<file path="src/rtl/nfc_phy_pkg.sv">
// nfc_phy_pkg
//   Shared definitions for the NAND R/B tracker:
//   - way_state_e : per-way FSM state (IDLE / ARMED / BUSY)
//   - Def*        : default parameter values used by the tracker modules
package nfc_phy_pkg;

  typedef enum logic [1:0] {
    IDLE  = 2'd0,
    ARMED = 2'd1,
    BUSY  = 2'd2
  } way_state_e;

  localparam int unsigned DefNumberOfWays = 4;
  localparam int unsigned DefSyncStages   = 2;
  localparam int unsigned DefFilterCycles = 4;
  localparam int unsigned DefArmWindow    = 16;
  localparam int unsigned DefTimeoutWidth = 24;

endpackage

</file>
<file path="src/rtl/nfc_phy_rb_way.sv">
// nfc_phy_rb_way
//   One R/B way: synchronizer, glitch filter, IDLE/ARMED/BUSY tracker and
//   (with NFC_RB_TIMEOUT_EN defined) an operation timeout counter.
//   Ports:
//     clk_i, rst_i      : clock, synchronous active-high reset
//     rb_pin_i          : asynchronous R/B pin (1 = ready)
//     arm_i             : pulse, a busy-causing command was issued
//     tmo_limit_i       : timeout in cycles, 0 = disabled
//     ready_busy_o      : filtered R/B level
//     ready_evt_o       : one-cycle pulse, operation complete
//     timeout_o         : one-cycle pulse, operation timed out
//     way_busy_o        : 1 while ARMED or BUSY
//     state_o           : FSM state, for debug
//   Handshake: arm_i is a single-cycle strobe with no back-pressure; it is
//   accepted only in IDLE and silently dropped otherwise.
module nfc_phy_rb_way
  import nfc_phy_pkg::*;
#(
  parameter int unsigned SyncStages   = DefSyncStages,
  parameter int unsigned FilterCycles = DefFilterCycles,
  parameter int unsigned ArmWindow    = DefArmWindow,
  parameter int unsigned TimeoutWidth = DefTimeoutWidth
) (
  input  logic                    clk_i,
  input  logic                    rst_i,
  input  logic                    rb_pin_i,
  input  logic                    arm_i,
  input  logic [TimeoutWidth-1:0] tmo_limit_i,
  output logic                    ready_busy_o,
  output logic                    ready_evt_o,
  output logic                    timeout_o,
  output logic                    way_busy_o,
  output way_state_e              state_o
);

  localparam logic [3:0] FiltMax = 4'(FilterCycles - 1);
  localparam logic [7:0] WinMax  = 8'(ArmWindow - 1);

  logic [SyncStages-1:0] sync_q;
  logic                  sync_out;
  logic                  rb_q, rb_d;
  logic [3:0]            filt_q, filt_d;
  logic [7:0]            win_q;
  way_state_e            state_q;
  logic                  ready_evt_q, tmo_evt_q, busy_q;
  logic                  tmo_hit;

  assign sync_out = sync_q[SyncStages-1];

  // Filter: the level flips on the edge where the disagreement has lasted
  // FilterCycles consecutive cycles; any agreeing cycle restarts the count.
  always_comb begin
    rb_d   = rb_q;
    filt_d = '0;
    if (sync_out != rb_q) begin
      if (filt_q == FiltMax) rb_d = sync_out;
      else                   filt_d = filt_q + 4'd1;
    end
  end

`ifdef NFC_RB_TIMEOUT_EN
  logic [TimeoutWidth-1:0] tmo_q, tmo_inc;

  // Saturating increment; hit is judged on the value being counted to, so
  // the pulse lands limit cycles after ARMED entry.
  assign tmo_inc = (&tmo_q) ? tmo_q : tmo_q + 1'b1;
  assign tmo_hit = (state_q != IDLE) && (tmo_limit_i != '0) && (tmo_inc == tmo_limit_i);

  // Held at zero in IDLE, which clears it on entry to ARMED.
  always_ff @(posedge clk_i) begin
    if (rst_i || state_q == IDLE) tmo_q <= '0;
    else                          tmo_q <= tmo_inc;
  end
`else
  logic unused_tmo_limit;
  assign unused_tmo_limit = ^tmo_limit_i;
  assign tmo_hit          = 1'b0;
`endif

  // FSM decisions use rb_d so completion is flagged on the same edge the
  // filtered level changes; rb_d comes only from registers.
  always_ff @(posedge clk_i) begin
    if (rst_i) begin
      sync_q      <= '1;
      rb_q        <= 1'b1;
      filt_q      <= '0;
      win_q       <= '0;
      state_q     <= IDLE;
      ready_evt_q <= 1'b0;
      tmo_evt_q   <= 1'b0;
      busy_q      <= 1'b0;
    end else begin
      sync_q      <= {sync_q[SyncStages-2:0], rb_pin_i};
      rb_q        <= rb_d;
      filt_q      <= filt_d;
      ready_evt_q <= 1'b0;
      tmo_evt_q   <= 1'b0;
      case (state_q)
        IDLE: begin
          if (arm_i) begin
            state_q <= ARMED;
            win_q   <= '0;
            busy_q  <= 1'b1;
          end
        end
        ARMED: begin
          if (tmo_hit) begin
            state_q   <= IDLE;
            tmo_evt_q <= 1'b1;
            busy_q    <= 1'b0;
          end else if (!rb_d) begin
            state_q <= BUSY;
          end else if (win_q == WinMax) begin
            // Busy never seen: the operation finished faster than we could observe.
            state_q     <= IDLE;
            ready_evt_q <= 1'b1;
            busy_q      <= 1'b0;
          end else begin
            win_q <= win_q + 8'd1;
          end
        end
        BUSY: begin
          if (tmo_hit) begin
            state_q   <= IDLE;
            tmo_evt_q <= 1'b1;
            busy_q    <= 1'b0;
          end else if (rb_d) begin
            state_q     <= IDLE;
            ready_evt_q <= 1'b1;
            busy_q      <= 1'b0;
          end
        end
        default: begin
          state_q <= IDLE;
          busy_q  <= 1'b0;
        end
      endcase
    end
  end

  assign ready_busy_o = rb_q;
  assign ready_evt_o  = ready_evt_q;
  assign timeout_o    = tmo_evt_q;
  assign way_busy_o   = busy_q;
  assign state_o      = state_q;

endmodule

</file>
<file path="src/rtl/nfc_phy_rb_tracker.sv">
// nfc_phy_rb_tracker
//   Tracks NumberOfWays NAND R/B pins, one independent nfc_phy_rb_way each.
//   Optional feature macro: NFC_RB_TIMEOUT_EN (per-way operation timeout).
//   Ports:
//     iSystemClock, iModuleReset : clock, synchronous active-high reset
//     I_NAND_RB     : asynchronous R/B pins (1 = ready)
//     iArm          : per-way arm pulse after a busy-causing command
//     iTimeoutLimit : timeout in cycles, 0 = disabled
//     oReadyBusy    : filtered R/B levels
//     oReadyEvent   : per-way completion pulse
//     oTimeout      : per-way timeout pulse
//     oWayBusy      : per-way ARMED/BUSY indication
//     oWayState     : per-way FSM state, for debug
module nfc_phy_rb_tracker
  import nfc_phy_pkg::*;
#(
  parameter int unsigned NumberOfWays = DefNumberOfWays,
  parameter int unsigned SyncStages   = DefSyncStages,
  parameter int unsigned FilterCycles = DefFilterCycles,
  parameter int unsigned ArmWindow    = DefArmWindow,
  parameter int unsigned TimeoutWidth = DefTimeoutWidth
) (
  input  logic                    iSystemClock,
  input  logic                    iModuleReset,
  input  logic [NumberOfWays-1:0] I_NAND_RB,
  input  logic [NumberOfWays-1:0] iArm,
  input  logic [TimeoutWidth-1:0] iTimeoutLimit,
  output logic [NumberOfWays-1:0] oReadyBusy,
  output logic [NumberOfWays-1:0] oReadyEvent,
  output logic [NumberOfWays-1:0] oTimeout,
  output logic [NumberOfWays-1:0] oWayBusy,
  output way_state_e              oWayState [NumberOfWays]
);

  for (genvar w = 0; w < NumberOfWays; w++) begin : g_way
    nfc_phy_rb_way #(
      .SyncStages   (SyncStages),
      .FilterCycles (FilterCycles),
      .ArmWindow    (ArmWindow),
      .TimeoutWidth (TimeoutWidth)
    ) u_way (
      .clk_i        (iSystemClock),
      .rst_i        (iModuleReset),
      .rb_pin_i     (I_NAND_RB[w]),
      .arm_i        (iArm[w]),
      .tmo_limit_i  (iTimeoutLimit),
      .ready_busy_o (oReadyBusy[w]),
      .ready_evt_o  (oReadyEvent[w]),
      .timeout_o    (oTimeout[w]),
      .way_busy_o   (oWayBusy[w]),
      .state_o      (oWayState[w])
    );
  end

endmodule

</file>
<file path="config.mk">
export PLATFORM = sky130hd
export DESIGN_NAME = nfc_phy_rb_tracker
export DESIGN_NICKNAME = d
export VERILOG_FILES = /design/src/rtl/nfc_phy_pkg.sv /design/src/rtl/nfc_phy_rb_way.sv /design/src/rtl/nfc_phy_rb_tracker.sv
export SDC_FILE = /design/constraint.sdc
export NUM_CORES = 1
export LEC_CHECK = 0
export ABC_AREA = 1
export CORE_MARGIN = 4
export CORE_UTILIZATION = 40
export DETAILED_ROUTE_END_ITERATION = 10
export HOLD_SLACK_MARGIN = 0.1
export SYNTH_ARGS = -nofsm -noshare
export SYNTH_HDL_FRONTEND = slang
export SYNTH_SLANG_ARGS = --single-unit
</file>
<file path="constraint.sdc">
create_clock -name iSystemClock -period 4.1 [get_ports iSystemClock]
set_clock_uncertainty 0.1 [all_clocks]
set_input_delay 0.615 -clock iSystemClock [delete_from_list [all_inputs] [get_ports iSystemClock]]
set_output_delay 0.615 -clock iSystemClock [all_outputs]
set_load 0.01 [all_outputs]
</file>
# [Yosys cells after proc, flatten, opt, wreduce, memory -nomap -nowiden]
# Cells that the tools add are included.
[totals] ff_bits=76 elab_cells=188
[op_classes] addsub=8 n_mux=80 n_reduce_logical=24 bitwise=4 n_eq_ne=44
[op_table] op="two-way mux 8 bit" n=12
[op_table] op="case mux 8 bit (2 select lines)" n=4
[op_table] op="two-way mux 1 bit" n=36
[op_table] op="adder 8 x 1 -> 8 bit (second input constant)" n=4
[op_table] op="equality test 8 x 4 -> 1 bit (second input constant)" n=4
[op_table] op="two-way mux 2 bit" n=16
[op_table] op="AND reduction 4 bit" n=8
[op_table] op="inequality test 2 x 1 -> 1 bit (second input constant)" n=12
[op_table] op="case mux 2 bit (3 select lines)" n=4
[op_table] op="adder 4 x 1 -> 4 bit (second input constant)" n=4
[op_table] op="equality test 4 x 2 -> 1 bit (second input constant)" n=4
[op_table] op="inequality test 2 bit (second input constant)" n=8
[op_table] op="inequality test 3 bit (second input constant)" n=4
[op_table] op="case mux 1 bit (3 select lines)" n=4
[op_table] op="AND reduction 3 bit" n=4
[op_table] op="OR reduction 3 bit" n=4
[op_table] op="equality test 2 x 1 -> 1 bit (second input constant)" n=4
[op_table] op="equality test 2 bit (second input constant)" n=4
[op_table] op="zero test 2 bit" n=4
[op_table] op="case mux 1 bit (2 select lines)" n=4
[op_table] op="nonzero test 2 bit" n=4
[op_table] op="inequality test 1 bit" n=4
[op_table] op="NOT 1 bit" n=4

# [Depth between registers and ports, before layout]
# Gate-level depths: netlist of run 1.
[depth] ltp_word=5 depth_mapped=10 mapped_depth_nobuf=10

# [By module]
# A second synthesis of run 1 with hierarchy kept.
[unflattened] hier_cells=620 hier_area_um2=4389.2
[modules_own_cells] module="nfc_phy_rb_way" seq_area_each_um2=380.4 cells_each=155 n_inst=4 area_per_inst_um2=1097.3

# [Worst setup path after synthesis of run 1]
# Ideal clock, no wire load.
[synth_path] kind="flip-flop to flip-flop" start="register g_way[0].u_way.state_q[0]" end="register g_way[0].u_way.win_q[6]" required_ps=3887 setup_time_ps=113 t_arrival_ps=1390 path_stages_with_launch=10 n_path_buf=1 setup_slack_ps=2496 period_less_slack_ps=1604 cell_sequence="dfxtp_1 > inv_1 > ha_1 > inv_1 > nor2_1 > a21oi_2 > nand3_4 > buf_6 > o21ai_1 > nor2_1"
[synth_via] elab_chain_cells=3 word_cells_on_any_way=8 cone_classes="4 x eq/ne; 1 x mux; 3 x reduce/logical"
[synth_rtl] item="start, declared" line_no="nfc_phy_rb_way.sv:44" rtl="way_state_e state_q;"
[synth_rtl] item="start signal, assigned" line_no="nfc_phy_rb_way.sv:88" rtl="state_q <= IDLE;"
[synth_rtl] item="start signal, assigned" line_no="nfc_phy_rb_way.sv:101" rtl="state_q <= ARMED;"
[synth_rtl] item="start signal, assigned" line_no="nfc_phy_rb_way.sv:108" rtl="state_q <= IDLE;"
[synth_rtl] item="equality test 2 x 1 -> 1 bit / zero test 2 bit (equally long branches)" line_no="nfc_phy_rb_way.sv:98" rtl="case (state_q)"
[synth_rtl] item="inequality test 2 bit (no line), or another cell as far along"
[synth_rtl] item="AND reduction 4 bit (no line)"
[synth_rtl] item="end signal, assigned" line_no="nfc_phy_rb_way.sv:119" rtl="win_q <= win_q + 8'd1;"
[synth_rtl] item="end, declared" line_no="nfc_phy_rb_way.sv:43" rtl="logic [7:0] win_q;"
# Several ways; a longest one is shown, not always the timed one.
# A chain may end at the register's enable or synchronous reset.

# [Final worst setup path of run 1]
[layout_path] start="input port iModuleReset" end="register g_way[2].u_way.filt_q[2]"
[layout_via] elab_chain_cells=1
[layout_rtl] item="start, declared" line_no="nfc_phy_rb_tracker.sv:24" rtl="input logic iModuleReset,"
[layout_rtl] item="OR reduction 3 bit (no line)"
[layout_rtl] item="end signal, assigned" line_no="nfc_phy_rb_way.sv:95" rtl="filt_q <= filt_d;"
[layout_rtl] item="end, declared" line_no="nfc_phy_rb_way.sv:42" rtl="logic [3:0] filt_q, filt_d;"
# No other way between the ends.

==> results of run 1 <==
==> worst max-delay path: cells and delay by family <==
kind,cells,cell delay [ns]
compound gates,1,0.07
buf+inv,3,1.29
simple gates,1,0.20
==> worst max path at each step <==
stage                                    from                       end  slack, ns  depth (start not counted)
finish                           iModuleReset  g_way[2].u_way.filt_q[2]       2.06                          5
global route                     iModuleReset  g_way[2].u_way.filt_q[2]       1.94                          5
CTS                              iModuleReset  g_way[2].u_way.filt_q[2]       2.02                          5
detailed placement               iModuleReset  g_way[2].u_way.filt_q[2]       1.66                          5
global placement                 iModuleReset  g_way[2].u_way.filt_q[2]       1.65                          5
floorplan           g_way[0].u_way.state_o[0]   g_way[0].u_way.win_q[6]       2.50                          9
==> stage by stage <==
step | hold slack (ns) | util (%)
floorplan | 0.289 | -
global placement | 0.303 | 43.9
detailed placement | 0.299 | 43.9
CTS | 0.319 | 46.2
global route | 0.343 | 46.2
finish | 0.314 | 46.2
==> per-layer routing <==
metal | share of wire [%] | up-vias | track usage, %
met5 | 0 | - | 0
met4 | 1.5 | 0 | 5.50
met3 | 2.9 | 10 | 3.72
met2 | 46 | 43 | 23.3
met1 | 49 | 1481 | 18.3
li1 | - | 1811 | -
==> area by class of cell <==
type	instances	area share (%)
multi-input cells	402	45.2
flip-flops and latches	76	34.0
repair buffers	31	6.82
inverters	63	5.28
well taps	133	3.72
clock buffers	10	3.07
clock inverters	6	1.96
==> state kept, by name, indices dropped and copies added, names as in the netlist <==
signal                    count
g_way.u_way.win_q            32
g_way.u_way.filt_q           16
g_way.u_way.state_o           8
g_way.u_way.sync_q            8
g_way.u_way.ready_busy_o      4
g_way.u_way.ready_evt_o       4
g_way.u_way.way_busy_o        4
==> power by group <==
| part | internal (W) | switching (W) | total, W |
|---|---|---|---|
| combinational | 0.000118 | 0.000186 | 0.000304 |
| sequential | 0.000773 | 0.0000288 | 0.000802 |
| clock | 0.000358 | 0.000285 | 0.000644 |
| total | 0.00125 | 0.000501 | 0.00175 |
==> logic make-up after synthesis <==
kind of cell / after synthesis / share of synthesized area, %
AND/OR/NAND/NOR: 301 / 33.7
buffers and inverters: 89 / 10.5
flip-flops: 76 / 38.5
AO/OA/AOI/OAI: 70 / 9.28
adder cells (fa/ha/maj): 20 / 6.34
XOR/XNOR: 7 / 1.55
other: 1 / 0.0949
==> layout by cell type (no fill, tap or decap), types with 12 or more instances in the layout <==
| cell | count |
|---|---|
| nor2_1 | 110 |
| nand2_1 | 106 |
| dfxtp_1 | 76 |
| inv_1 | 57 |
| nand3_1 | 51 |
| a21oi_1 | 44 |
| clkdlybuf4s50_1 | 29 |
| ha_1 | 20 |
| o21ai_0 | 14 |
| or2_2 | 12 |
==> impl_metrics.json, run 1 <==
{
  "status": "complete, no violations",
  "post_cts_buffers": 0,
  "synth_ff_type": "dfxtp_1",
  "critical_path_class": "in -> reg",
  "num-fill-cells": 928,
  "end_kind": "register",
  "wl_mm": 7.41,
  "place_hpwl_mm": 5.37,
  "routedWlPerCell_um": 10.3,
  "port_buffers": 29,
  "fmax_ghz": 0.489,
  "die_w_um": 107,
  "critPathMaxFanout": 28,
  "setup_viol": 0,
  "drc": 0,
  "synth_area_leaders": "dfxtp_1, nor2_1, nand2_1, nand3_1, ha_1",
  "grt_usage_pct": 14.4,
  "yosysUniqueCellTypes": 32,
  "drt_iter0_markers": 102,
  "clk_pin_slew_worst_paths_ns": 0.08,
  "nNetsFinal": 637,
  "regToRegEndpoint": "g_way[1].u_way.win_q[5]",
  "die_y_um": 107,
  "synth-seq-cells": 76,
  "synth.avg_cell_area_um2": 7.00,
  "post-route-period-util_pct": 49.9,
  "ios": 58,
  "hold_violations": 0,
  "vias": 3345,
  "layout-area-overhead-vs-synth_pct": 13.4,
  "startpoint_type": "input port",
  "fin_crit_ns": 2.04,
  "dr.pass1.iters": 5,
  "netlist.area_leader.share_pct": 38.5,
  "dpl_cell_area_um2": 4250,
  "slew_violations": 0,
  "drive_gt1_share_pct": 8.33,
  "powerDensity_nw_per_um2": 391,
  "whs_path_depth": 1,
  "fp.dieArea_um2": 11500,
  "synth_cells": 564,
  "rrSetupSlack_ns": 2.16,
  "fin_tns_setup_ns": 0,
  "antenna_found_initial": 0,
  "max_stage_delay_ns": 0.49,
  "ctsRootBufferMaster": "clkbuf_8",
  "synth_warnings": 0,
  "async_flop_share_pct": 0,
  "final_cell_area_um2": 4480,
  "drtAntennaViolNets": 0,
  "clock_latency_ns": 0.34,
  "hold_start": "g_way[1].u_way.sync_q[0]",
  "stdcell_count": 721,
  "critical_path_required_ns": 4.24,
  "reg2reg_depth": 9,
  "holdPathEnd": "g_way[1].u_way.sync_q[1]",
  "design_power_total_w": 0.00175,
  "mappedNetlistArea_um2": 3950,
  "place_congestion": 0.777,
  "rsz0062_at_grt": "no",
  "drv_cap": 0,
  "place_ws_ns": 1.66,
  "core.rowCount": 36,
  "diodes": 0,
  "placed_cells": 705,
  "cts.htree.levels": 3,
  "synth_top_area_cell": "dfxtp_1",
  "grt_pass1_wl_mm": 13.8,
  "grt_pass1_vias": 3224,
  "regArea_um2": 1520,
  "fp.coreArea_um2": 9680,
  "synthTopCellsByCount": "nor2_1, nand2_1, dfxtp_1, inv_1, nand3_1",
  "multiInputGateArea_um2": 2020,
  "hold_buffers": 0,
  "vias_per_cell": 4.64,
  "cts.path.max_buffers": 2,
  "synth_most_common_cell": "nor2_1",
  "hp-class": "reg -> reg",
  "fin_ws_ns": 2.06,
  "grt_overflow": 0,
  "ir_drop_v": 0.000203,
  "slowest_stage": "clkdlybuf4s50_1",
  "reg2reg_from": "g_way[1].u_way.state_o[1]",
  "cts.sinks": 76,
  "grt_max_degree": 29,
  "numCtsBuffers": 9,
  "cp.arrival_ns": 2.18,
  "yosysSeqAreaShare_pct": 38.5,
  "post_cts_resized": 0,
  "initial_core_util_pct": 40.8,
  "cts_tree": "done",
  "path_cells": "clkdlybuf4s50_1 -> clkinv_1 -> buf_4 -> nand3_1 -> a21oi_1",
  "power.leakage_nw": 1.79,
  "synth-edff-count": 0
}
Power figures use the tool's default switching activity.
==> run 2, diff against run 1 <==
==> constraint.sdc (replaced) <==
create_clock -name iSystemClock -period 1.91 [get_ports iSystemClock]
set_clock_uncertainty 0.1 [all_clocks]
set_input_delay 0.2865 -clock iSystemClock [delete_from_list [all_inputs] [get_ports iSystemClock]]
set_output_delay 0.2865 -clock iSystemClock [all_outputs]
set_load 0.01 [all_outputs]
==> impl_metrics.json, run 2 (synthesized netlist as in run 1, its figures left out) <==
{
  "vias_per_cell": 4.67,
  "cts.sinks": 76,
  "p_sw_w": 0.00112,
  "clock_latency_ns": 0.35,
  "critical_path_class": "reg -> reg",
  "clk_pin_slew_worst_paths_ns": 0.09,
  "critPathMaxFanout": 10,
  "cts.path.max_buffers": 2,
  "nNetsFinal": 644,
  "dr.pass1.iters": 4,
  "top_register": "g_way.u_way.win_q",
  "wl_mm": 7.55,
  "power_frac_comb_pct": 19.0,
  "post-route-period-util_pct": 91.2,
  "pwr-share-seq_pct": 46.8,
  "hp-class": "reg -> reg",
  "met3_usage_pct": 2.76,
  "drt_iter0_markers": 74,
  "fin_tns_setup_ns": 0,
  "cp.arrival_ns": 1.90,
  "place_hpwl_mm": 5.34,
  "reg_top3": "g_way.u_way.win_q (32), g_way.u_way.filt_q (16)",
  "status": "complete, no violations",
  "place_congestion": 0.795,
  "cts.htree.levels": 3,
  "placed_cells": 710,
  "die_y_um": 107,
  "startpoint_type": "register",
  "fp.coreArea_um2": 9680,
  "design_power_total_w": 0.00367,
  "die_w_um": 107,
  "drv_cap": 0,
  "hold_violations": 0,
  "fp.dieArea_um2": 11500,
  "ir_drop_v": 0.000439,
  "final_core_util_pct": 46.8,
  "grt_max_degree": 23,
  "grt_pass1_wl_mm": 13.7,
  "initial_core_util_pct": 40.8,
  "setup_viol": 0,
  "grt_usage_pct": 14.4,
  "grt_overflow": 0,
  "power.leakage_nw": 1.82,
  "cts_tree": "done",
  "layout-area-overhead-vs-synth_pct": 14.9,
  "diodes": 0,
  "final_common_cell": "nor2_1",
  "slew_violations": 0,
  "ios": 58,
  "drc": 0,
  "use_met1_pct": 18.5,
  "stdcell_count": 728,
  "end_kind": "register",
  "ctsRootBufferMaster": "clkbuf_8",
  "numCtsBuffers": 9,
  "swShare_pct": 30.5,
  "grt-busiest-layer": "met2",
  "num-fill-cells": 960,
  "fmax_ghz": 0.574,
  "grt_use_met2_pct": 23.7,
  "antenna_found_initial": 0,
  "grt_pass1_vias": 3205,
  "mostFrequentLayoutCells": "nor2_1, nand2_1, dfxtp_1",
  "core.rowCount": 36,
  "drive_gt1_share_pct": 9.92,
  "port_buffers": 29,
  "vias": 3403,
  "rsz0062_at_grt": "no",
  "drtAntennaViolNets": 0,
  "routedWlPerCell_um": 10.4,
  "critical_path_required_ns": 2.07,
  "fin_crit_ns": 1.74,
  "largest_register_ff_count": 32,
  "p_int_w": 0.00255,
  "powerDensity_nw_per_um2": 810,
  "p_clk_share_pct": 34.2
}
run 2: cell types whose count changed in the layout (fill, tap and decap cells not counted), moves of 2 or more:
cell,delta
ha_2,+2
inv_4,+2
inv_2,-2
clkinv_4,+2
ha_1,-2
buf_4,+6
run 2: timing repair:
action                                  in CTS  in global routing
buffers inserted                             0                  2
gates resized for setup                      0                  6
hold buffers                                 0                  0
endpoints found under the setup margin       0                 15
run 2: worst max-delay path: stages (launching register included):
cell     delay, ns
dfxtp_1       0.36
inv_1         0.09
ha_2          0.23
inv_1         0.13
a21oi_1       0.26
nand3_4       0.16
inv_2         0.16
nand2_1       0.06
nand2_1       0.05
nor2_1        0.04
run 2: area by class of cell:
| cell class | count | area (um2) | share of cell area (%) |
|---|---|---|---|
| inverters | 63 | 241 | 5.32 |
| clock inverters | 7 | 76.3 | 1.68 |
| flip-flops and latches | 76 | 1520 | 33.6 |
| repair buffers | 38 | 370 | 8.16 |
| multi-input cells | 402 | 2040 | 44.9 |
| clock buffers | 9 | 124 | 2.73 |
| well taps | 133 | 166 | 3.67 |
run 2: per-layer routing:
layer  vias to the layer above  wire, um
met5                         -         0
met4                         0       125
li1                       1820         -
met3                         9       206
met2                        34      3420
met1                      1540      3810
run 2: through the flow:
stage	setup WS, ns	cell area (um2)	hold WS (ns)
6_report	0.169	4540	0.316
5_1_grt	0.00842	4540	0.326
4_1_cts	0.0817	4500	0.320
3_5_place_dp	0.0989	4300	0.296
3_3_place_gp	0.159	4300	0.296
2_1_floorplan	0.306	3960	0.289
run 2: path summary, 6_finish.rpt:
kind                            slack (ns)                  endpoint  cells after the start                       from
worst max-delay path                  0.17   g_way[2].u_way.win_q[5]                      9  g_way[2].u_way.state_o[1]
worst min-delay path                  0.32  g_way[1].u_way.sync_q[1]                      1   g_way[1].u_way.sync_q[0]
worst max register to register        0.17   g_way[2].u_way.win_q[5]                      9  g_way[2].u_way.state_o[1]
worst min register to register        0.32  g_way[1].u_way.sync_q[1]                      1   g_way[1].u_way.sync_q[0]
run 2: power by group through the flow:
| stage | Clock, W | Sequential, W | Combinational (W) |
|---|---|---|---|
| 6_report | 0.00126 | 0.00172 | 0.000700 |
| 5_1_grt | 0.00136 | 0.00173 | 0.000809 |
| 4_1_cts | 0.00130 | 0.00172 | 0.000690 |
| 3_5_place_dp | 0 | 0.00175 | 0.000686 |
| 3_3_place_gp | 0 | 0.00175 | 0.000675 |
| 2_1_floorplan | 0 | 0.00175 | 0.000519 |
